$ cat config.mk
export PLATFORM = sky130hd
export DESIGN_NAME = hv_binarize
export DESIGN_NICKNAME = d
export VERILOG_FILES = /design/src/rtl/hv_binarize.sv
export SDC_FILE = /design/constraint.sdc
export NUM_CORES = 1
export LEC_CHECK = 0
export CAP_MARGIN = 5
export CORE_UTILIZATION = 30
export DETAILED_ROUTE_END_ITERATION = 12
export PLACE_DENSITY = 0.44
export SKIP_CTS_REPAIR_TIMING = 1
export SLEW_MARGIN = 0
export SYNTH_ARGS = -nofsm -noshare
export SYNTH_HDL_FRONTEND = slang
export SYNTH_SLANG_ARGS = --single-unit
$ cat constraint.sdc
create_clock -name clk -period 6 [get_ports clk]
set_input_delay 1.2 -clock clk [delete_from_list [all_inputs] [get_ports clk]]
set_output_delay 1.2 -clock clk [all_outputs]
set_load 0.01 [all_outputs]
$ cat src/rtl/hv_binarize.sv
// Majority-threshold binarizer: turns a stream of per-dimension bundle counts
// into packed OW-bit hypervector words, with ties broken to 0 or by a 16-bit LFSR.
`timescale 1ns/1ps
module hv_binarize #(
  parameter int unsigned DW       = 8,
  parameter int unsigned OW       = 32,
  parameter int unsigned NCNT     = 1024,
  parameter int unsigned TIE_MODE = 1,
  parameter logic [15:0] SEED     = 16'hACE1
) (
  input  logic          clk,
  input  logic          rst_n,
  input  logic          start,
  input  logic [DW-1:0] n_items,
  input  logic          cnt_valid,
  output logic          cnt_ready,
  input  logic [DW-1:0] cnt_data,
  output logic          out_valid,
  input  logic          out_ready,
  output logic [OW-1:0] out_word,
  output logic          out_last,
  output logic          busy,
  output logic          done
);

  localparam int unsigned BW = $clog2(OW);
  localparam int unsigned CW = $clog2(NCNT);

  typedef enum logic [1:0] {S_IDLE, S_RUN, S_DRAIN} state_e;

  state_e        state_q, state_d;
  logic [DW-1:0] n_items_q, n_items_d;
  logic [OW-1:0] pack_q, pack_d;
  logic [OW-1:0] out_word_q, out_word_d;
  logic [BW-1:0] bit_idx_q, bit_idx_d;
  logic [CW-1:0] dim_q, dim_d;
  logic [15:0]   lfsr_q, lfsr_d;
  logic          out_valid_q, out_valid_d;
  logic          out_last_q, out_last_d;
  logic          done_q, done_d;

  logic          start_ok, cnt_fire, out_fire;
  logic          last_dim, word_end, maj_bit, lfsr_fb;
  logic [DW:0]   twice_cnt, n_ext;

  // A start coinciding with the done pulse is dropped, not just one during busy.
  assign start_ok = (state_q == S_IDLE) && start && !done_q;
  assign cnt_fire = cnt_valid && cnt_ready;
  assign out_fire = out_valid_q && out_ready;
  assign last_dim = (dim_q == CW'(NCNT - 1));
  assign word_end = (bit_idx_q == BW'(OW - 1));
  assign lfsr_fb  = lfsr_q[0] ^ lfsr_q[2] ^ lfsr_q[3] ^ lfsr_q[5];

  always_ff @(posedge clk or negedge rst_n) begin
    if (!rst_n) begin
      state_q     <= S_IDLE;
      n_items_q   <= '0;
      pack_q      <= '0;
      out_word_q  <= '0;
      bit_idx_q   <= '0;
      dim_q       <= '0;
      lfsr_q      <= SEED;
      out_valid_q <= 1'b0;
      out_last_q  <= 1'b0;
      done_q      <= 1'b0;
    end else begin
      state_q     <= state_d;
      n_items_q   <= n_items_d;
      pack_q      <= pack_d;
      out_word_q  <= out_word_d;
      bit_idx_q   <= bit_idx_d;
      dim_q       <= dim_d;
      lfsr_q      <= lfsr_d;
      out_valid_q <= out_valid_d;
      out_last_q  <= out_last_d;
      done_q      <= done_d;
    end
  end

  always_comb begin
    state_d = state_q;
    unique case (state_q)
      S_IDLE:  if (start_ok) state_d = S_RUN;
      S_RUN:   if (cnt_fire && last_dim) state_d = S_DRAIN;
      S_DRAIN: if (out_fire && out_last_q) state_d = S_IDLE;
      default: state_d = S_IDLE;
    endcase
  end

  always_comb begin
    cnt_ready = (state_q == S_RUN) && (!out_valid_q || out_ready);
    busy      = (state_q != S_IDLE);
    done_d    = (state_q == S_DRAIN) && out_fire && out_last_q;
  end

  // Doubling the count in DW+1 bits compares against n_items without overflow.
  always_comb begin
    twice_cnt = {cnt_data, 1'b0};
    n_ext     = {1'b0, n_items_q};
    maj_bit   = 1'b0;
    if (twice_cnt > n_ext) begin
      maj_bit = 1'b1;
    end else if ((twice_cnt == n_ext) && (TIE_MODE != 0)) begin
      maj_bit = lfsr_q[0];
    end
  end

  always_comb begin
    n_items_d   = n_items_q;
    pack_d      = pack_q;
    out_word_d  = out_word_q;
    bit_idx_d   = bit_idx_q;
    dim_d       = dim_q;
    lfsr_d      = lfsr_q;
    out_valid_d = out_valid_q;
    out_last_d  = out_last_q;

    if (out_fire) begin
      out_valid_d = 1'b0;
      out_last_d  = 1'b0;
    end

    if (start_ok) begin
      n_items_d = n_items;
      pack_d    = '0;
      bit_idx_d = '0;
      dim_d     = '0;
      lfsr_d    = SEED;
    end

    if (cnt_fire) begin
      pack_d[bit_idx_q] = maj_bit;
      lfsr_d            = {lfsr_fb, lfsr_q[15:1]};
      dim_d             = dim_q + CW'(1);
      bit_idx_d         = bit_idx_q + BW'(1);
      // A completing word overrides the drop above, keeping back-to-back words bubble-free.
      if (word_end) begin
        out_word_d  = pack_d;
        out_valid_d = 1'b1;
        out_last_d  = last_dim;
        pack_d      = '0;
        bit_idx_d   = '0;
      end
    end
  end

  assign out_valid = out_valid_q;
  assign out_word  = out_word_q;
  assign out_last  = out_last_q;
  assign done      = done_q;

endmodule

==> results of run 1 <==
path summary, 6_finish.rpt:
kind	slack, ns	endpoint
max	2.00	cnt_ready
min	0.46	lfsr_q[6]
max reg2reg	2.51	out_word[28]
min reg2reg	0.46	lfsr_q[6]
max in group asynchronous	3.89	bit_idx_q[4]
min in group asynchronous	0.96	out_word[26]
worst register-to-register path, cell delays in order, from the launching register on:
cell and delay [ns]:
dfrtp_1 1.00, inv_1 0.19, nor3_1 0.27, ha_1 0.20, inv_1 0.37, nor4_2 0.36, buf_4 0.56, mux2i_1 0.32
o31ai_1 0.09
cell type report:
| type | instances | area [um^2] |
|---|---|---|
| flip-flops and latches | 108 | 2713 |
| clock inverters | 5 | 100.1 |
| well taps | 265 | 331.6 |
| repair buffers | 67 | 643.1 |
| fillers | 2005 | 12450 |
| inverters | 23 | 86.33 |
| multi-input cells | 415 | 2843 |
| clock buffers | 11 | 232.7 |
layout by cell type, fill, tap and decap left out, types with 3 or more instances in the layout:
cell,n
and2_1,16
o21ai_0,36
nor3b_1,6
a211oi_1,4
bufinv_16,3
nand4b_1,11
dfrtp_1,100
o211ai_1,33
o41ai_1,22
a31oi_1,3
or3_1,6
nor2_1,11
inv_1,23
and3_1,21
buf_4,11
nand2_1,70
nor4bb_1,3
ha_1,13
o21ai_1,5
mux2i_1,34
nor2b_1,7
nand4_1,9
clkdlybuf4s50_1,56
a21oi_1,17
clkbuf_16,9
nand3_1,13
dfstp_2,8
xnor2_1,3
o31ai_1,33
or4b_2,4
nor4_1,5
through the flow:
stage | area [um^2] | hold slack [ns] | util | total power, mW
floorplan | 5934 | 0.4326 | - | 1.267
global placement | 6616 | 0.4415 | 0.3411 | 1.387
detailed placement | 6616 | 0.4493 | 0.3411 | 1.402
CTS | 6949 | 0.4610 | 0.3582 | 2.102
global route | 6949 | 0.4708 | 0.3582 | 2.192
finish | 6949 | 0.4564 | 0.3582 | 2.072
power groups by stage:
| stage | sequential [mW] | combinational (mW) | clock, mW |
|---|---|---|---|
| floorplan | 0.915 | 0.351 | 0 |
| global placement | 0.959 | 0.428 | 0 |
| detailed placement | 0.964 | 0.439 | 0 |
| CTS | 0.949 | 0.441 | 0.712 |
| global route | 0.966 | 0.491 | 0.735 |
| finish | 0.951 | 0.436 | 0.685 |
state kept, by name, indices dropped and copies added, names as in the netlist:
signal and flops:
dim_q 10, out_valid 1, n_items_q 8, bit_idx_q 5, done 1, state_q 2, out_last 1, lfsr_q 16
pack_q 32, out_word 32
logic make-up after synthesis:
logic type | synth area share
buffers and inverters | 0.06747
XOR/XNOR | 0.004428
AND/OR/NAND/NOR | 0.1935
flip-flops | 0.4571
multiplexers | 0.05925
adder cells (fa/ha/maj) | 0.02741
AO/OA/AOI/OAI | 0.1908
routing by layer:
layer | GRT usage | up-vias | wire length (um)
li1 | - | 2281 | -
met1 | 0.2044 | 2379 | 7213
met2 | 0.2737 | 75 | 7456
met3 | 0.03353 | 10 | 485
met4 | 0.03905 | 0 | 146
met5 | 0 | - | 0
==> impl_metrics.env, run 1 <==
export IMPL_async_flop_share=1.000
export IMPL_gp_congestion=0.7429
export IMPL_synth_top_cells_by_count="dfrtp_1, nand2_1, o21ai_0"
export IMPL_cts_tree="yes"
export IMPL_cts_clk_slew_worst_paths_ns=0.07
export IMPL_worst_path_max_fanout=7
export IMPL_post_place_cells=878
export IMPL_synth_fp_nets=638
export IMPL_final_skew_ns=0.01008
export IMPL_global_route_overflow_total=0
export IMPL_routed_via_density=5.308
export IMPL_comb_power_share=0.210
export IMPL_sink_count_of_the_clock_tree=108
export IMPL_power_density_mw_per_mm2=298.2
export IMPL_grt_antenna_before_repair=0
export IMPL_diodes_inserted=0
export IMPL_synth_area_leader_cell="dfrtp_1"
export IMPL_share_seq_of_total_power=0.459
export IMPL_grt_setup_unrepaired="false"
export IMPL_crit_path_max_incr_delay_ns=0.51
export IMPL_worst_hold_path_num_cells=2
export IMPL_layout_area_overhead_vs_synth_pct=17.10
export IMPL_post_synth_cell_area_avg_um2=9.825
export IMPL_dpl_hpwl_um=8613
export IMPL_max_slew_margin_rel=0.3411
export IMPL_worst_path_required_ns=4.80
export IMPL_max_cap_violations=0
export IMPL_dr_total_vias=4745
export IMPL_clkPwrFrac=0.331
export IMPL_synth_top_flop_cell="dfrtp_1"
export IMPL_timing_reg2reg_worst_path_depth=8
export IMPL_die_height_um=142.6
export IMPL_grt_use_total=0.1597
export IMPL_maximum_clock_insertion_buffer_count=2
export IMPL_drt_total_wl_um=15300
export IMPL_setup_slack_ns=1.999
export IMPL_finish_net_count=658
export IMPL_buffers_plus_inverters_on_the_worst_setup_path=2
export IMPL_worst_endpoint_arrival_ns=2.80
export IMPL_htree_num_levels=3
export IMPL_remaining_drc_errors=0
export IMPL_critPathLaunchType="input port"
export IMPL_die_area_mm2=0.02035
export IMPL_die_width_um=142.6
export IMPL_switching_share=0.3013
export IMPL_critical_path_most_common_cell="clkdlybuf4s50_1"
export IMPL_status="complete, no violations"
export IMPL_io_buffers=57
export IMPL_fp_coreArea_mm2=0.01940
export IMPL_finalWorstPathRequiredPeriod_ns=4.001
export IMPL_total_switching_power_uw=624.5
export IMPL_ys_types=52
export IMPL_crit_reg2reg_launch="bit_idx_q[3]"
export IMPL_ir_worst_vdd_uv=142.7
export IMPL_path_depth=4
export IMPL_number_of_cell_rows=51
export IMPL_wire_per_inst_um=17.12
export IMPL_worstPathCellList="clkdlybuf4s50_1, nor2b_1, nor2_1, clkdlybuf4s50_1"
export IMPL_wire_length_of_the_first_global_routing_pass_um=25250
export IMPL_number_of_global_route_vias_before_repair=4756
export IMPL_post_synth_top_count_cell="dfrtp_1"
export IMPL_drive_above_1_share=0.07790
export IMPL_hold_path_class="reg -> reg"
export IMPL_leakagePower_nw=2.725
export IMPL_post_synth_instance_area_mm2=0.005934
export IMPL_cts_root_buffer="clkbuf_16"
export IMPL_maximum_frequency_from_static_timing_analysis_mhz=250.0
export IMPL_worst_setup_path_startpoint="out_ready"
export IMPL_synth_warnings=0
export IMPL_tightestPinTransition_ns=0.9884
export IMPL_worstHoldStart="lfsr_q[7]"
export IMPL_p_int_mw=1.448
export IMPL_synth_edf_count=0
export IMPL_maximum_number_of_pins_on_one_net_before_global_route_repair=70
export IMPL_worstSetupEndpointType="output port"
export IMPL_maxSlewViolCount=0
export IMPL_antenna_left=0
export IMPL_timing_critical_path_max_delay_family="buffers and inverters"
export IMPL_initial_utilization=0.3059
export IMPL_synth_top_cells_by_area="dfrtp_1, mux2i_1, nand2_1"
export IMPL_critical_path_slowest_cell="clkdlybuf4s50_1"
export IMPL_tritoncts_num_buffers=9
export IMPL_pin_count=58
export IMPL_setup_viol=0
export IMPL_final_hold_vios=0
export IMPL_yosysTopAreaCellShare=0.4217
export IMPL_criticalPathCategory="in -> out"
export IMPL_worst_skew_pair_late_latency_ns=0.36
export IMPL_pre_cts_ws_ns=2.014
export IMPL_ys_ff_latch=108
export IMPL_postSynthCellCount=604
export IMPL_setup_tns_ns=0
export IMPL_final_non_filler_cell_total=894
export IMPL_final_period_utilization=0.6668
export IMPL_drt_initial_drc_count=229
export IMPL_synth_seq_area_share=0.4571
export IMPL_dr_pass1_iters=4
Note: power is estimated with default switching activity, not from simulation.
==> run 2: changes to the inputs <==
PLACE_DENSITY = 0.46   (was 0.44)
clock period = 3.6 ns   (was 6 ns; I/O delays follow)
==> run 2 against run 1 <==
Non-clock buffer count rose by 7. First-iteration DRC count up 17%. Count of clock-buffer cells in the layout up 1. Combinational power grew 84%. Cell count is 0.78% higher. Clock skew decreased by 0.0031 ns. Cell area increased by 0.88%.
==> impl_metrics.env, run 2 (same netlist as run 1, synthesis figures left out) <==
export IMPL_crit_path_max_incr_delay_ns=0.57
export IMPL_finish_net_count=665
export IMPL_diodes_inserted=0
export IMPL_rrSetupSlack_ns=1.14
export IMPL_dpl_hpwl_um=8895
export IMPL_leakagePower_nw=2.757
export IMPL_dr_total_vias=4758
export IMPL_timing_rr_end="out_word[10]"
export IMPL_power_density_mw_per_mm2=480.4
export IMPL_critical_path_most_common_cell="clkdlybuf4s50_1"
export IMPL_fp_coreArea_mm2=0.01940
export IMPL_final_period_utilization=0.7800
export IMPL_setup_viol=0
export IMPL_die_area_mm2=0.02035
export IMPL_final_hold_vios=0
export IMPL_grt_antenna_before_repair=0
export IMPL_cts_tree="yes"
export IMPL_crit_reg2reg_launch="bit_idx_q[0]"
export IMPL_htree_num_levels=3
export IMPL_io_buffers=57
export IMPL_maxSlewViolCount=0
export IMPL_max_slew_margin_rel=0.4399
export IMPL_antenna_left=0
export IMPL_drive_above_1_share=0.08962
export IMPL_dr_pass1_iters=6
export IMPL_grt_setup_unrepaired="false"
export IMPL_gp_congestion=0.7469
export IMPL_critPathLaunchType="input port"
export IMPL_drt_total_wl_um=15340
export IMPL_tightestPinTransition_ns=0.8382
export IMPL_criticalPathCategory="in -> out"
export IMPL_pin_count=58
export IMPL_finalWorstPathRequiredPeriod_ns=2.808
export IMPL_final_non_filler_cell_total=901
export IMPL_worst_path_required_ns=2.88
export IMPL_remaining_drc_errors=0
export IMPL_post_place_cells=885
export IMPL_hold_path_class="in -> async"
export IMPL_drt_initial_drc_count=268
export IMPL_grt_use_total=0.1600
export IMPL_critical_path_slowest_cell="clkdlybuf4s50_1"
export IMPL_worst_skew_pair_late_latency_ns=0.35
export IMPL_worstPathCellList="clkdlybuf4s50_1, nor2b_1, nor2_1, clkdlybuf4s50_1"
export IMPL_ir_worst_vdd_uv=237.6
export IMPL_layout_area_overhead_vs_synth_pct=18.13
export IMPL_worstSetupEndpointType="output port"
export IMPL_number_of_cell_rows=51
export IMPL_cts_root_buffer="clkbuf_16"
export IMPL_status="complete, no violations"
export IMPL_worst_path_max_fanout=4
export IMPL_die_width_um=142.6
export IMPL_worst_endpoint_arrival_ns=2.09
export IMPL_setup_tns_ns=0
export IMPL_maximum_number_of_pins_on_one_net_before_global_route_repair=70
export IMPL_timing_reg2reg_worst_path_depth=9
export IMPL_tritoncts_num_buffers=9
export IMPL_maximum_clock_insertion_buffer_count=2
export IMPL_worst_setup_path_startpoint="out_ready"
export IMPL_fill_cells=2002
export IMPL_sink_count_of_the_clock_tree=108
export IMPL_global_route_overflow_total=0
export IMPL_number_of_global_route_vias_before_repair=4740
export IMPL_cts_clk_slew_worst_paths_ns=0.07
export IMPL_wire_per_inst_um=17.03
export IMPL_die_height_um=142.6
export IMPL_final_cell_mix="dfrtp_1, nand2_1, clkdlybuf4s50_1"
export IMPL_routed_via_density=5.281
export IMPL_initial_utilization=0.3059
export IMPL_maximum_frequency_from_static_timing_analysis_mhz=356.1
export IMPL_max_cap_violations=0
export IMPL_mostFrequentLayoutCell="dfrtp_1"
export IMPL_wire_length_of_the_first_global_routing_pass_um=25420
export IMPL_final_skew_ns=0.006960
==> run 2: cell types whose count changed in the layout (fill, tap and decap cells not counted) <==
cell / change
clkbuf_1: -1
buf_12: +3
buf_4: +4
bufinv_16: -2
clkinvlp_4: +1
clkbuf_8: +2
==> run 2: cell type report <==
cell class,count,area [um^2],area share
Multi-Input combinational cell,415,2843,0.4055
Sequential cell,108,2713,0.3869
Timing Repair Buffer,74,733.2,0.1046
Tap cell,265,331.6,0.04730
Clock buffer,12,256.5,0.03659
Inverter,23,86.33,0.01231
Clock inverter,4,47.55,0.006782
==> run 2: through the flow <==
stage	worst slack, ns	utilization	area (um^2)	hold WS (ns)	power, mW
2_1_floorplan	1.199	-	5934	0.4244	2.111
6_report	0.7921	0.3614	7010	0.4221	3.368
3_3_place_gp	0.4460	0.3457	6706	0.4480	2.328
4_1_cts	0.7715	0.3614	7010	0.4411	3.410
5_1_grt	0.6498	0.3614	7010	0.4672	3.575
3_5_place_dp	0.4287	0.3457	6706	0.4530	2.361
==> run 2: power breakdown <==
part / switching [mW] / total [mW] / internal (mW)
combinational: 0.471 / 0.804 / 0.333
clock: 0.451 / 1.03 / 0.576
sequential: 0.116 / 1.54 / 1.42
total: 1.04 / 3.37 / 2.33
==> run 2: worst max-delay path by stage <==
stage / to / cells after the start
finish: cnt_ready / 4
global route: pack_q[21] / 7
CTS: cnt_ready / 4
detailed placement: pack_q[22] / 7
global placement: pack_q[31] / 7
floorplan: out_word[31] / 12
==> run 2: worst max-delay path, delay by kind of cell <==
family	cells	cell delay (ns)
and+or+nand+nor	2	0.26
buffers and inverters	2	1.10
==> run 2: routing by layer <==
layer	global-route usage	share of wire	vias to the layer above	wire length, um
met2	0.2642	0.47	94	7143
met3	0.03119	0.040	14	615
met5	0	0	-	0
li1	-	-	2288	-
met4	0.04301	0.012	0	189
met1	0.2129	0.48	2362	7394
